[config.mk]
export PLATFORM = sky130hd
export DESIGN_NAME = hazard_unit_flat
export DESIGN_NICKNAME = d
export VERILOG_FILES = /design/src/rtl/hazard_unit_if.sv /design/src/rtl/hazard_unit.sv /design/src/flat_wrapper.sv
export SDC_FILE = /design/constraint.sdc
export NUM_CORES = 1
export LEC_CHECK = 0
export BUFFER_PORTS_ARGS = -buffer_cell sky130_fd_sc_hd__buf_2
export CAP_MARGIN = 20
export CORE_MARGIN = 10
export CORE_UTILIZATION = 53
export DETAILED_ROUTE_END_ITERATION = 7
export GPL_TIMING_DRIVEN = 0
export HOLD_SLACK_MARGIN = 0.1
export MAX_ROUTING_LAYER = met4
export PLACE_DENSITY = 0.89
export SYNTH_ARGS = -nofsm -noshare
export SYNTH_HDL_FRONTEND = slang
export SYNTH_SLANG_ARGS = --single-unit
export TNS_END_PERCENT = 5
[constraint.sdc]
create_clock -name i_clk -period 5.8 [get_ports i_clk]
set_clock_uncertainty 0.2 [all_clocks]
set_input_delay 0.58 -clock i_clk [delete_from_list [all_inputs] [get_ports i_clk]]
set_output_delay 0.58 -clock i_clk [all_outputs]
set_load 0.01 [all_outputs]
[src/rtl/hazard_unit_if.sv]
// hazard_unit_if: bundle between the pipeline datapath and the hazard unit.
//   Pipeline -> hazard unit: staged register specifiers, staged control bits
//     (regwrite/memtoreg/memwrite/branch/bne) and the data-memory ready.
//   Hazard unit -> pipeline: data-memory request, per-stage stall/flush,
//     forwarding selects, sticky memory-timeout flag and stall-cycle counter.
//   master: pipeline side.  slave: hazard unit side.
interface hazard_unit_if #(
    parameter int unsigned CNT_W = 32
);
    logic [4:0]       rsD, rtD, rsE, rtE;
    logic [4:0]       writeregE, writeregM, writeregW;
    logic             regwriteE, regwriteM, regwriteW;
    logic             memtoregE, memtoregM, memwriteM;
    logic             branchD, bneD;
    logic             dmem_ready;

    logic             dmem_req;
    logic             stallF, stallD, stallE, stallM;
    logic             flushE, flushW;
    logic             forwardAD, forwardBD;
    logic [1:0]       forwardAE, forwardBE;
    logic             mem_err;
    logic [CNT_W-1:0] stall_cycles;

    modport master (
        output rsD, rtD, rsE, rtE, writeregE, writeregM, writeregW,
               regwriteE, regwriteM, regwriteW, memtoregE, memtoregM, memwriteM,
               branchD, bneD, dmem_ready,
        input  dmem_req, stallF, stallD, stallE, stallM, flushE, flushW,
               forwardAD, forwardBD, forwardAE, forwardBE, mem_err, stall_cycles
    );

    modport slave (
        input  rsD, rtD, rsE, rtE, writeregE, writeregM, writeregW,
               regwriteE, regwriteM, regwriteW, memtoregE, memtoregM, memwriteM,
               branchD, bneD, dmem_ready,
        output dmem_req, stallF, stallD, stallE, stallM, flushE, flushW,
               forwardAD, forwardBD, forwardAE, forwardBE, mem_err, stall_cycles
    );
endinterface

[src/rtl/hazard_unit.sv]
// hazard_unit: stall/flush/forwarding control for a 5-stage pipeline, plus a
// data-memory wait FSM (req/ready) with timeout and a stall-cycle counter.
//   i_clk   : pipeline clock
//   i_rst_n : asynchronous active-low reset
//   io_hz   : hazard_unit_if.slave (staged specifiers/controls in, controls out)
// All control outputs are combinational; only FSM state, wait counter, error
// flag and stall counter are registered.
module hazard_unit #(
    parameter int unsigned TIMEOUT = 16,
    parameter int unsigned CNT_W   = 32
) (
    input logic          i_clk,
    input logic          i_rst_n,
    hazard_unit_if.slave io_hz
);
    localparam int unsigned WCNT_W = $clog2(TIMEOUT);
    localparam logic [WCNT_W-1:0] WCNT_LAST = WCNT_W'(TIMEOUT - 1);

    typedef enum logic {StIdle, StWait} state_e;

    state_e            r_state, w_state_d;
    logic [WCNT_W-1:0] r_wait_cnt, w_wait_cnt_d;
    logic              r_mem_err, w_mem_err_d;
    logic [CNT_W-1:0]  r_stall_cycles;

    logic       w_lwstall, w_branchstall, w_memwait, w_dmem_req, w_stall_fd;
    logic [1:0] w_fwd_ae, w_fwd_be;

    // Register 0 is hardwired, so it never creates a dependency.
    function automatic logic reg_match(input logic [4:0] a, input logic [4:0] b);
        return (a != 5'd0) && (a == b);
    endfunction

    function automatic logic [1:0] fwd_sel(input logic [4:0] src);
        if (reg_match(src, io_hz.writeregM) && io_hz.regwriteM) return 2'b10;
        if (reg_match(src, io_hz.writeregW) && io_hz.regwriteW) return 2'b01;
        return 2'b00;
    endfunction

    always_comb begin
        w_fwd_ae = fwd_sel(io_hz.rsE);
        w_fwd_be = fwd_sel(io_hz.rtE);
        w_lwstall = io_hz.memtoregE &&
                    (reg_match(io_hz.rsD, io_hz.writeregE) ||
                     reg_match(io_hz.rtD, io_hz.writeregE));
        w_branchstall = (io_hz.branchD || io_hz.bneD) &&
                        ((io_hz.regwriteE &&
                          (reg_match(io_hz.rsD, io_hz.writeregE) ||
                           reg_match(io_hz.rtD, io_hz.writeregE))) ||
                         (io_hz.memtoregM &&
                          (reg_match(io_hz.rsD, io_hz.writeregM) ||
                           reg_match(io_hz.rtD, io_hz.writeregM))));
        w_dmem_req = (io_hz.memtoregM || io_hz.memwriteM) && !r_mem_err;
    end

    // Wait FSM: memwait is high in every cycle the access has not completed,
    // so the ready cycle itself advances and stall length equals wait cycles.
    always_comb begin
        w_state_d    = r_state;
        w_wait_cnt_d = r_wait_cnt;
        w_mem_err_d  = r_mem_err;
        w_memwait    = 1'b0;
        unique case (r_state)
            StIdle: begin
                if (w_dmem_req && !io_hz.dmem_ready) begin
                    w_memwait    = 1'b1;
                    w_state_d    = StWait;
                    w_wait_cnt_d = '0;
                end
            end
            StWait: begin
                if (io_hz.dmem_ready) begin
                    w_state_d = StIdle;
                end else begin
                    w_memwait = !r_mem_err;
                    if (r_wait_cnt == WCNT_LAST) begin
                        // Abandon the access; error stays set until reset.
                        w_state_d   = StIdle;
                        w_mem_err_d = 1'b1;
                    end else begin
                        w_wait_cnt_d = r_wait_cnt + 1'b1;
                    end
                end
            end
            default: w_state_d = StIdle;
        endcase
    end

    always_ff @(posedge i_clk or negedge i_rst_n) begin
        if (!i_rst_n) begin
            r_state        <= StIdle;
            r_wait_cnt     <= '0;
            r_mem_err      <= 1'b0;
            r_stall_cycles <= '0;
        end else begin
            r_state    <= w_state_d;
            r_wait_cnt <= w_wait_cnt_d;
            r_mem_err  <= w_mem_err_d;
            if (w_stall_fd && (r_stall_cycles != '1)) begin
                r_stall_cycles <= r_stall_cycles + 1'b1;
            end
        end
    end

    assign w_stall_fd = w_lwstall || w_branchstall || w_memwait;

    assign io_hz.dmem_req     = w_dmem_req;
    assign io_hz.stallF       = w_stall_fd;
    assign io_hz.stallD       = w_stall_fd;
    assign io_hz.stallE       = w_memwait;
    assign io_hz.stallM       = w_memwait;
    assign io_hz.flushW       = w_memwait;
    // While memory holds, E is frozen rather than bubbled.
    assign io_hz.flushE       = (w_lwstall || w_branchstall) && !w_memwait;
    assign io_hz.forwardAD    = reg_match(io_hz.rsD, io_hz.writeregM) && io_hz.regwriteM;
    assign io_hz.forwardBD    = reg_match(io_hz.rtD, io_hz.writeregM) && io_hz.regwriteM;
    assign io_hz.forwardAE    = w_fwd_ae;
    assign io_hz.forwardBE    = w_fwd_be;
    assign io_hz.mem_err      = r_mem_err;
    assign io_hz.stall_cycles = r_stall_cycles;
endmodule
[src/flat_wrapper.sv]
// flat-port wrapper written by rule: the top's interface ports become plain ports
module hazard_unit_flat 
#(
    parameter int unsigned TIMEOUT = 16,
    parameter int unsigned CNT_W   = 32
)
  (i_clk, i_rst_n, io_hz_rsD, io_hz_rtD, io_hz_rsE, io_hz_rtE, io_hz_writeregE, io_hz_writeregM, io_hz_writeregW, io_hz_regwriteE, io_hz_regwriteM, io_hz_regwriteW, io_hz_memtoregE, io_hz_memtoregM, io_hz_memwriteM, io_hz_branchD, io_hz_bneD, io_hz_dmem_ready, io_hz_dmem_req, io_hz_stallF, io_hz_stallD, io_hz_stallE, io_hz_stallM, io_hz_flushE, io_hz_flushW, io_hz_forwardAD, io_hz_forwardBD, io_hz_forwardAE, io_hz_forwardBE, io_hz_mem_err, io_hz_stall_cycles);
  hazard_unit_if #(.CNT_W(CNT_W)) io_hz_i ();
  input logic i_clk;
  input logic i_rst_n;
  input wire logic [$bits(io_hz_i.rsD)-1:0] io_hz_rsD;
  input wire logic [$bits(io_hz_i.rtD)-1:0] io_hz_rtD;
  input wire logic [$bits(io_hz_i.rsE)-1:0] io_hz_rsE;
  input wire logic [$bits(io_hz_i.rtE)-1:0] io_hz_rtE;
  input wire logic [$bits(io_hz_i.writeregE)-1:0] io_hz_writeregE;
  input wire logic [$bits(io_hz_i.writeregM)-1:0] io_hz_writeregM;
  input wire logic [$bits(io_hz_i.writeregW)-1:0] io_hz_writeregW;
  input wire logic [$bits(io_hz_i.regwriteE)-1:0] io_hz_regwriteE;
  input wire logic [$bits(io_hz_i.regwriteM)-1:0] io_hz_regwriteM;
  input wire logic [$bits(io_hz_i.regwriteW)-1:0] io_hz_regwriteW;
  input wire logic [$bits(io_hz_i.memtoregE)-1:0] io_hz_memtoregE;
  input wire logic [$bits(io_hz_i.memtoregM)-1:0] io_hz_memtoregM;
  input wire logic [$bits(io_hz_i.memwriteM)-1:0] io_hz_memwriteM;
  input wire logic [$bits(io_hz_i.branchD)-1:0] io_hz_branchD;
  input wire logic [$bits(io_hz_i.bneD)-1:0] io_hz_bneD;
  input wire logic [$bits(io_hz_i.dmem_ready)-1:0] io_hz_dmem_ready;
  output wire logic [$bits(io_hz_i.dmem_req)-1:0] io_hz_dmem_req;
  output wire logic [$bits(io_hz_i.stallF)-1:0] io_hz_stallF;
  output wire logic [$bits(io_hz_i.stallD)-1:0] io_hz_stallD;
  output wire logic [$bits(io_hz_i.stallE)-1:0] io_hz_stallE;
  output wire logic [$bits(io_hz_i.stallM)-1:0] io_hz_stallM;
  output wire logic [$bits(io_hz_i.flushE)-1:0] io_hz_flushE;
  output wire logic [$bits(io_hz_i.flushW)-1:0] io_hz_flushW;
  output wire logic [$bits(io_hz_i.forwardAD)-1:0] io_hz_forwardAD;
  output wire logic [$bits(io_hz_i.forwardBD)-1:0] io_hz_forwardBD;
  output wire logic [$bits(io_hz_i.forwardAE)-1:0] io_hz_forwardAE;
  output wire logic [$bits(io_hz_i.forwardBE)-1:0] io_hz_forwardBE;
  output wire logic [$bits(io_hz_i.mem_err)-1:0] io_hz_mem_err;
  output wire logic [$bits(io_hz_i.stall_cycles)-1:0] io_hz_stall_cycles;
  assign io_hz_i.rsD = io_hz_rsD;
  assign io_hz_i.rtD = io_hz_rtD;
  assign io_hz_i.rsE = io_hz_rsE;
  assign io_hz_i.rtE = io_hz_rtE;
  assign io_hz_i.writeregE = io_hz_writeregE;
  assign io_hz_i.writeregM = io_hz_writeregM;
  assign io_hz_i.writeregW = io_hz_writeregW;
  assign io_hz_i.regwriteE = io_hz_regwriteE;
  assign io_hz_i.regwriteM = io_hz_regwriteM;
  assign io_hz_i.regwriteW = io_hz_regwriteW;
  assign io_hz_i.memtoregE = io_hz_memtoregE;
  assign io_hz_i.memtoregM = io_hz_memtoregM;
  assign io_hz_i.memwriteM = io_hz_memwriteM;
  assign io_hz_i.branchD = io_hz_branchD;
  assign io_hz_i.bneD = io_hz_bneD;
  assign io_hz_i.dmem_ready = io_hz_dmem_ready;
  assign io_hz_dmem_req = io_hz_i.dmem_req;
  assign io_hz_stallF = io_hz_i.stallF;
  assign io_hz_stallD = io_hz_i.stallD;
  assign io_hz_stallE = io_hz_i.stallE;
  assign io_hz_stallM = io_hz_i.stallM;
  assign io_hz_flushE = io_hz_i.flushE;
  assign io_hz_flushW = io_hz_i.flushW;
  assign io_hz_forwardAD = io_hz_i.forwardAD;
  assign io_hz_forwardBD = io_hz_i.forwardBD;
  assign io_hz_forwardAE = io_hz_i.forwardAE;
  assign io_hz_forwardBE = io_hz_i.forwardBE;
  assign io_hz_mem_err = io_hz_i.mem_err;
  assign io_hz_stall_cycles = io_hz_i.stall_cycles;
  hazard_unit #(.TIMEOUT(TIMEOUT), .CNT_W(CNT_W)) u_core (.i_clk(i_clk), .i_rst_n(i_rst_n), .io_hz(io_hz_i));
endmodule
=== Word-level counts from Yosys, hierarchy flattened ===
Cells that the tools add are included.

* Bitwise logic cells: 2
* Reductions and logical operators: 38
* $add $sub $neg: 2
* Equality and inequality tests: 13
* Muxes and demuxes: 24

{| class="wikitable"
|+ Operators by type and width
! cell !! number
|-
| $eq 5x5->1 || 8
|-
| $add 32x1->32 const B || 1
|-
| $ne 32x32->1 const B || 1
|-
| $logic_and 1x1->1 || 22
|-
| $reduce_bool 5->1 || 4
|-
| $mux 2 || 8
|-
| $mux 4 || 3
|-
| $mux 1 || 10
|-
| $pmux 4 s2 || 1
|-
| $logic_or 1x1->1 || 7
|-
| $reduce_and 3->1 || 2
|-
| $add 4x1->4 const B || 1
|-
| $eq 4x4->1 const B || 1
|-
| $ne 2x2->1 const B || 2
|-
| $pmux 1 s2 || 2
|-
| $logic_not 1->1 || 3
|-
| $ne 2x1->1 const B || 1
|-
| $not 1->1 || 2
|}

* Logic and storage cells: 83
* Register bits: 38
* Input bits: 46
* Output and inout port bits: 46

=== Logic depth before layout (Yosys ltp) ===
* Depth in word-level cells: 9
* Gate-level depth with buffers: 9
* Mapped depth without buffers: 7

=== Worst setup path before layout ===
OpenSTA, ideal clock, no wires.

* Path kind: input to output
* Start: in io_hz_rsD[0]
* End: out io_hz_stallF
* Arrival time: 2215 ps
* Buffers on the path: 2
* Data required time: 5020 ps
* Stages on the path: 7
* Slack: 2805 ps
* Cells stage by stage: or4_1 nor2_1 nor4_1 o221a_2 or3_1 buf_2 buf_4

* Word-level cells in the longest chain between the ends: 8
* Elaborated cells on any way between the ends: 14
* Classes of those cells: eq/ne: 2; reduce/logical: 12

{| class="wikitable"
|+ Ends and longest elaborated chain
! element !! line !! text
|-
| start: declaration || flat_wrapper.sv:11 || <nowiki>input wire logic [$bits(io_hz_i.rsD)-1:0] io_hz_rsD;</nowiki>
|-
| $eq 5x5->1 or $reduce_bool 5->1 (tied branches) || hazard_unit.sv:31 || <nowiki>return (a != 5'd0) && (a == b);</nowiki>
|-
| $logic_and 1x1->1 || hazard_unit.sv:31 ||
|-
| $logic_or 1x1->1 (on tied branches) || hazard_unit.sv:44, hazard_unit.sv:48, hazard_unit.sv:51 ||
|-
| $logic_and 1x1->1 (on tied branches) || hazard_unit.sv:47, hazard_unit.sv:50 ||
|-
| $logic_or 1x1->1 || hazard_unit.sv:49 || <nowiki>reg_match(io_hz.rtD, io_hz.writeregE))) ||</nowiki>
|-
| $logic_and 1x1->1 || hazard_unit.sv:46 || <nowiki>w_branchstall = (io_hz.branchD || io_hz.bneD) &&</nowiki>
|-
| $logic_or 1x1->1 * (2 in a row) || hazard_unit.sv:105 || <nowiki>assign w_stall_fd = w_lwstall || w_branchstall || w_memwait;</nowiki>
|-
| end: declaration || flat_wrapper.sv:28 || <nowiki>output wire logic [$bits(io_hz_i.stallF)-1:0] io_hz_stallF;</nowiki>
|}

Mark *: on every way between the ends. The rest lies on a longest branch, timed or not.

=== Worst setup path after layout ===
* Start: in io_hz_rtD[0]
* End: out io_hz_stallF

* Word-level cells in the longest chain between the ends: 8
* Elaborated cells on any way between the ends: 14
* Classes of those cells: eq/ne: 2; reduce/logical: 12

{| class="wikitable"
|+ Ends and longest elaborated chain
! element !! line !! text
|-
| start: declaration || flat_wrapper.sv:12 || <nowiki>input wire logic [$bits(io_hz_i.rtD)-1:0] io_hz_rtD;</nowiki>
|-
| $eq 5x5->1 or $reduce_bool 5->1 (tied branches) || hazard_unit.sv:31 ||
|-
| $logic_and 1x1->1 || hazard_unit.sv:31 ||
|-
| $logic_or 1x1->1 (on tied branches) || hazard_unit.sv:44, hazard_unit.sv:48, hazard_unit.sv:51 ||
|-
| $logic_and 1x1->1 (on tied branches) || hazard_unit.sv:47, hazard_unit.sv:50 ||
|-
| $logic_or 1x1->1 || hazard_unit.sv:49 ||
|-
| $logic_and 1x1->1 || hazard_unit.sv:46 ||
|-
| $logic_or 1x1->1 * (2 in a row) || hazard_unit.sv:105 ||
|}

Marks and branches as above.

==> summary by stage <==
Timing
Setup repair after global routing left no endpoint under its margin. For the pin with the worst max-slew slack, the measured transition is 0.8372 ns. The max-slew violation count is 0.

Across all setup checks in the final design, the least slack found is 2.444 ns. The tightest hold margin is 0.1866 ns. The final count of hold timing violations is 0.

The final clock period utilization by the worst path is 57.86%. Based on the critical path, the design can be clocked at up to 298.0 MHz. The post-layout minimum cycle time is 3.356 ns. The relative max-transition margin is 43.85%. Setup violations remaining at the end of the flow were counted as 0. Adding up every negative setup slack in the final design gives 0 ns.

Layout
The combined area of the multi-input logic cells is 1405 um2. The post-layout instance area is 3052 um2. The flip-flop and latch area is 950.9 um2.

The repair_antennas step left the layout with diodes totalling 0. The filler cells instantiated in the layout total 339. Cells fill 69.13% of the core in the end.

The fraction of layout instances using a drive strength above 1 is 32.95%. The final layout contains 399 nets. The most common library cell in the layout ignoring fill and taps is buf_2. From synthesis to final layout, the design area changed by 24.82%. In the layout the commonest cells are buf_2, xnor2_1, dfrtp_1, xor2_1.

Synth
The post-synthesis share of cell area spent on full adders, half adders and majority gates is 1.024%. The post-synthesis compound-gate area fraction is 5.476%. The post-synthesis simple-gate area fraction is 24.67%. The count of warnings emitted by yosys is 0.

The net count of the mapped netlist is 302. Counting every instance in the synthesized netlist gives 254. The average footprint of a synthesized cell is 9.625 um2.

The number of distinct library cells after synthesis is 40. The synthesized design contains 0 enable-type register cells. Counting flops with an async set or reset pin after synthesis yields a share of 100.0%.

The share of cell area taken by muxes after synthesis is 2.303%. The sequential cell area fraction in the yosys report is 38.89%. The synthesized design contains 38 register bits.

The synthesized netlist devotes 24.00% of its cell area to XOR and XNOR gates. The mapped netlist covers 2445 um2. By area, the combinational part of the netlist is dominated by simple AND/OR/NAND/NOR gates. The most common flop cell mapped by yosys is dfrtp_1.

Clock network
The number of H-tree levels is 2. The number of setup buffers added after CTS is 0. The maximum count of clock buffers along a single path is 2. The clock root buffer is clkbuf_8. At the later pin of the worst-skew pair, clock insertion delay measures 0.29 ns.

The clock tree from TritonCTS is yes. After clock tree synthesis, the clock-pin slew on the worst setup and hold paths is 0.07 ns. TritonCTS created 5 clock buffers. The post-cts hold buffer count is 0. The number of gates resized after CTS was 0. The tree built by TritonCTS fans out to 38 sinks.

Setup path
The required time at the endpoint of the critical path is 5.02 ns. The maximum fanout along the worst path is 10. The category of the worst setup path capture point is an output pin. The critical path starts at io_hz_rtD[0]. The data arrival at the endpoint of the critical path is 2.58 ns. The critical register-to-register path startpoint is u_core.io_hz.stall_cycles[13]$_DFFE_PN0P_. The critical path is of the in2out type. The worst setup path is launched from a primary input.

Placed design
The placed instances occupy a cell area of 2960 um2. The detailed placement HPWL is 5196 um. During placement, the flow inserted port buffers numbering 90. The pre-CTS worst setup slack is 2.471 ns. The global placer's final weighted congestion is 0.8294.

Drt
The detail-routed via count per cell is 5.426. After the first detailed-routing iteration, the DRC count stood at 102. After detailed routing, the total wire length is 6426 um. The final antenna-violating net count is 0. Dividing the detail-routed wire length by the instance count gives 15.91 um.

Across all layers, the routed design uses 2,192 vias. The number of detailed-route iterations in the first pass is 4. For this run, design rule violations remaining after detail routing come to 0.

Pwr
In this run the static leakage power is 0.001481 uW. The power density relative to cell area is 221.2 nW/um2. IR analysis of the VDD net gives a maximum drop of 0.2008 mV.

Die
92 I/O pins were placed. From left edge to right edge, the die measures 87.92 um. The floorplan die height is 87.92 um.

The initial core utilization is 55.39%. The floorplan has 24 rows. The region available for standard cell placement spans 4414 um2. The floorplan step defined a die boundary enclosing 7730 um2.

Global routing
The largest net degree at the start of global routing is 39. The number of antenna violations at the first check in global routing was 0. The via count of the first global-routing pass is 2,236. The overflow left after global routing is 0.

The first-pass GRT wire length is 10,680 um. The global routing usage summed across all routing layers is 17.29%.

Worst hold path
The path class of the tightest hold or removal check is in2async.

Outcome
The run finished with clean final reports.

Job
The number of violations of the max-capacitance limit is 0.
per-stage QoR:
stage / power [uW] / cells
finish: 675.1 / 404
global route: 716.9 / 404
CTS: 681.7 / 404
detailed placement: 494.9 / 396
global placement: 489.2 / 396
floorplan: 419.4 / 254
Yosys cell counts (all sizes together), types with 2 or more instances:
library cell / count / area (um2)
mux2: 5 / 56.30
and4: 2 / 17.52
nand2: 17 / 63.81
nand3: 18 / 110.1
ha: 2 / 25.02
or4: 5 / 41.29
o21ai: 3 / 15.01
buf: 7 / 55.05
clkbuf: 2 / 7.510
nand4: 15 / 93.84
nor2: 17 / 63.81
xnor2: 44 / 385.4
o31ai: 2 / 20.02
or3: 4 / 25.02
a21oi: 3 / 15.01
nor3: 9 / 45.04
and3: 6 / 42.54
dfrtp: 38 / 950.9
nor4: 12 / 75.07
inv: 7 / 26.28
and2: 2 / 12.51
xor2: 23 / 201.4
cell type report:
class	instances	share of cell area, %
buffer	9	2.050
clock buffer	7	2.829
clock inverter	1	0.1640
inverter	7	0.8610
multi-input combinational	200	46.04
sequential	38	31.16
tap	52	2.132
timing repair buffer	90	14.76
flip-flops by register name, indices dropped and copies added (netlist names):
name and cells:
u_core.io_hz.stall_cycles 32, u_core.r_wait_cnt 4, u_core.r_state 1, u_core.io_hz.mem_err 1
metal layers:
metal  up-vias  part of all wire (%)  track usage [%]
li1       1095                     -                -
met4         0                  0.70            4.348
met2        79                    47            28.17
met5         -                     0                -
met3         6                   9.2            5.385
met1      1012                    43            20.23
cell families (layout without fill, tap and decap cells):
kind of cell / after synthesis / after routing
and+or+nand+nor: 109 / 109
adders and majority gates: 2 / 2
buffers and inverters: 16 / 114
DFF: 38 / 38
AOI/OAI and AO/OA: 17 / 17
xor gates and xnor gates: 67 / 67
muxes: 5 / 5
critical path, cell delays in order:
cell	delay, ns
buf_2	0.13
or4_1	0.52
nor2_1	0.15
nor4_1	0.09
o221a_2	0.28
or3_1	0.37
buf_2	0.19
buf_4	0.14
buf_2	0.13
worst paths after layout:
check / to / slack, ns / depth (start not counted)
min in group i_clk: u_core.io_hz.stall_cycles[27]$_DFFE_PN0P_ / 0.29 / 1
max: io_hz_stallF / 2.44 / 9
max reg2reg: u_core.io_hz.stall_cycles[13]$_DFFE_PN0P_ / 3.10 / 9
min reg2reg: u_core.io_hz.stall_cycles[27]$_DFFE_PN0P_ / 0.29 / 1
min: u_core.io_hz.stall_cycles[0]$_DFFE_PN0P_ / 0.19 / 1
max in group asynchronous: u_core.io_hz.stall_cycles[12]$_DFFE_PN0P_ / 4.68 / 1
report_power, final:
part / total [uW] / switching (uW) / leakage, uW / internal, uW
combinational: 168 / 88.9 / 0.000922 / 78.9
clock: 187 / 91.4 / 0.0000482 / 95.9
sequential: 320 / 30.5 / 0.000511 / 289
Note: power is estimated with default switching activity, not from simulation.
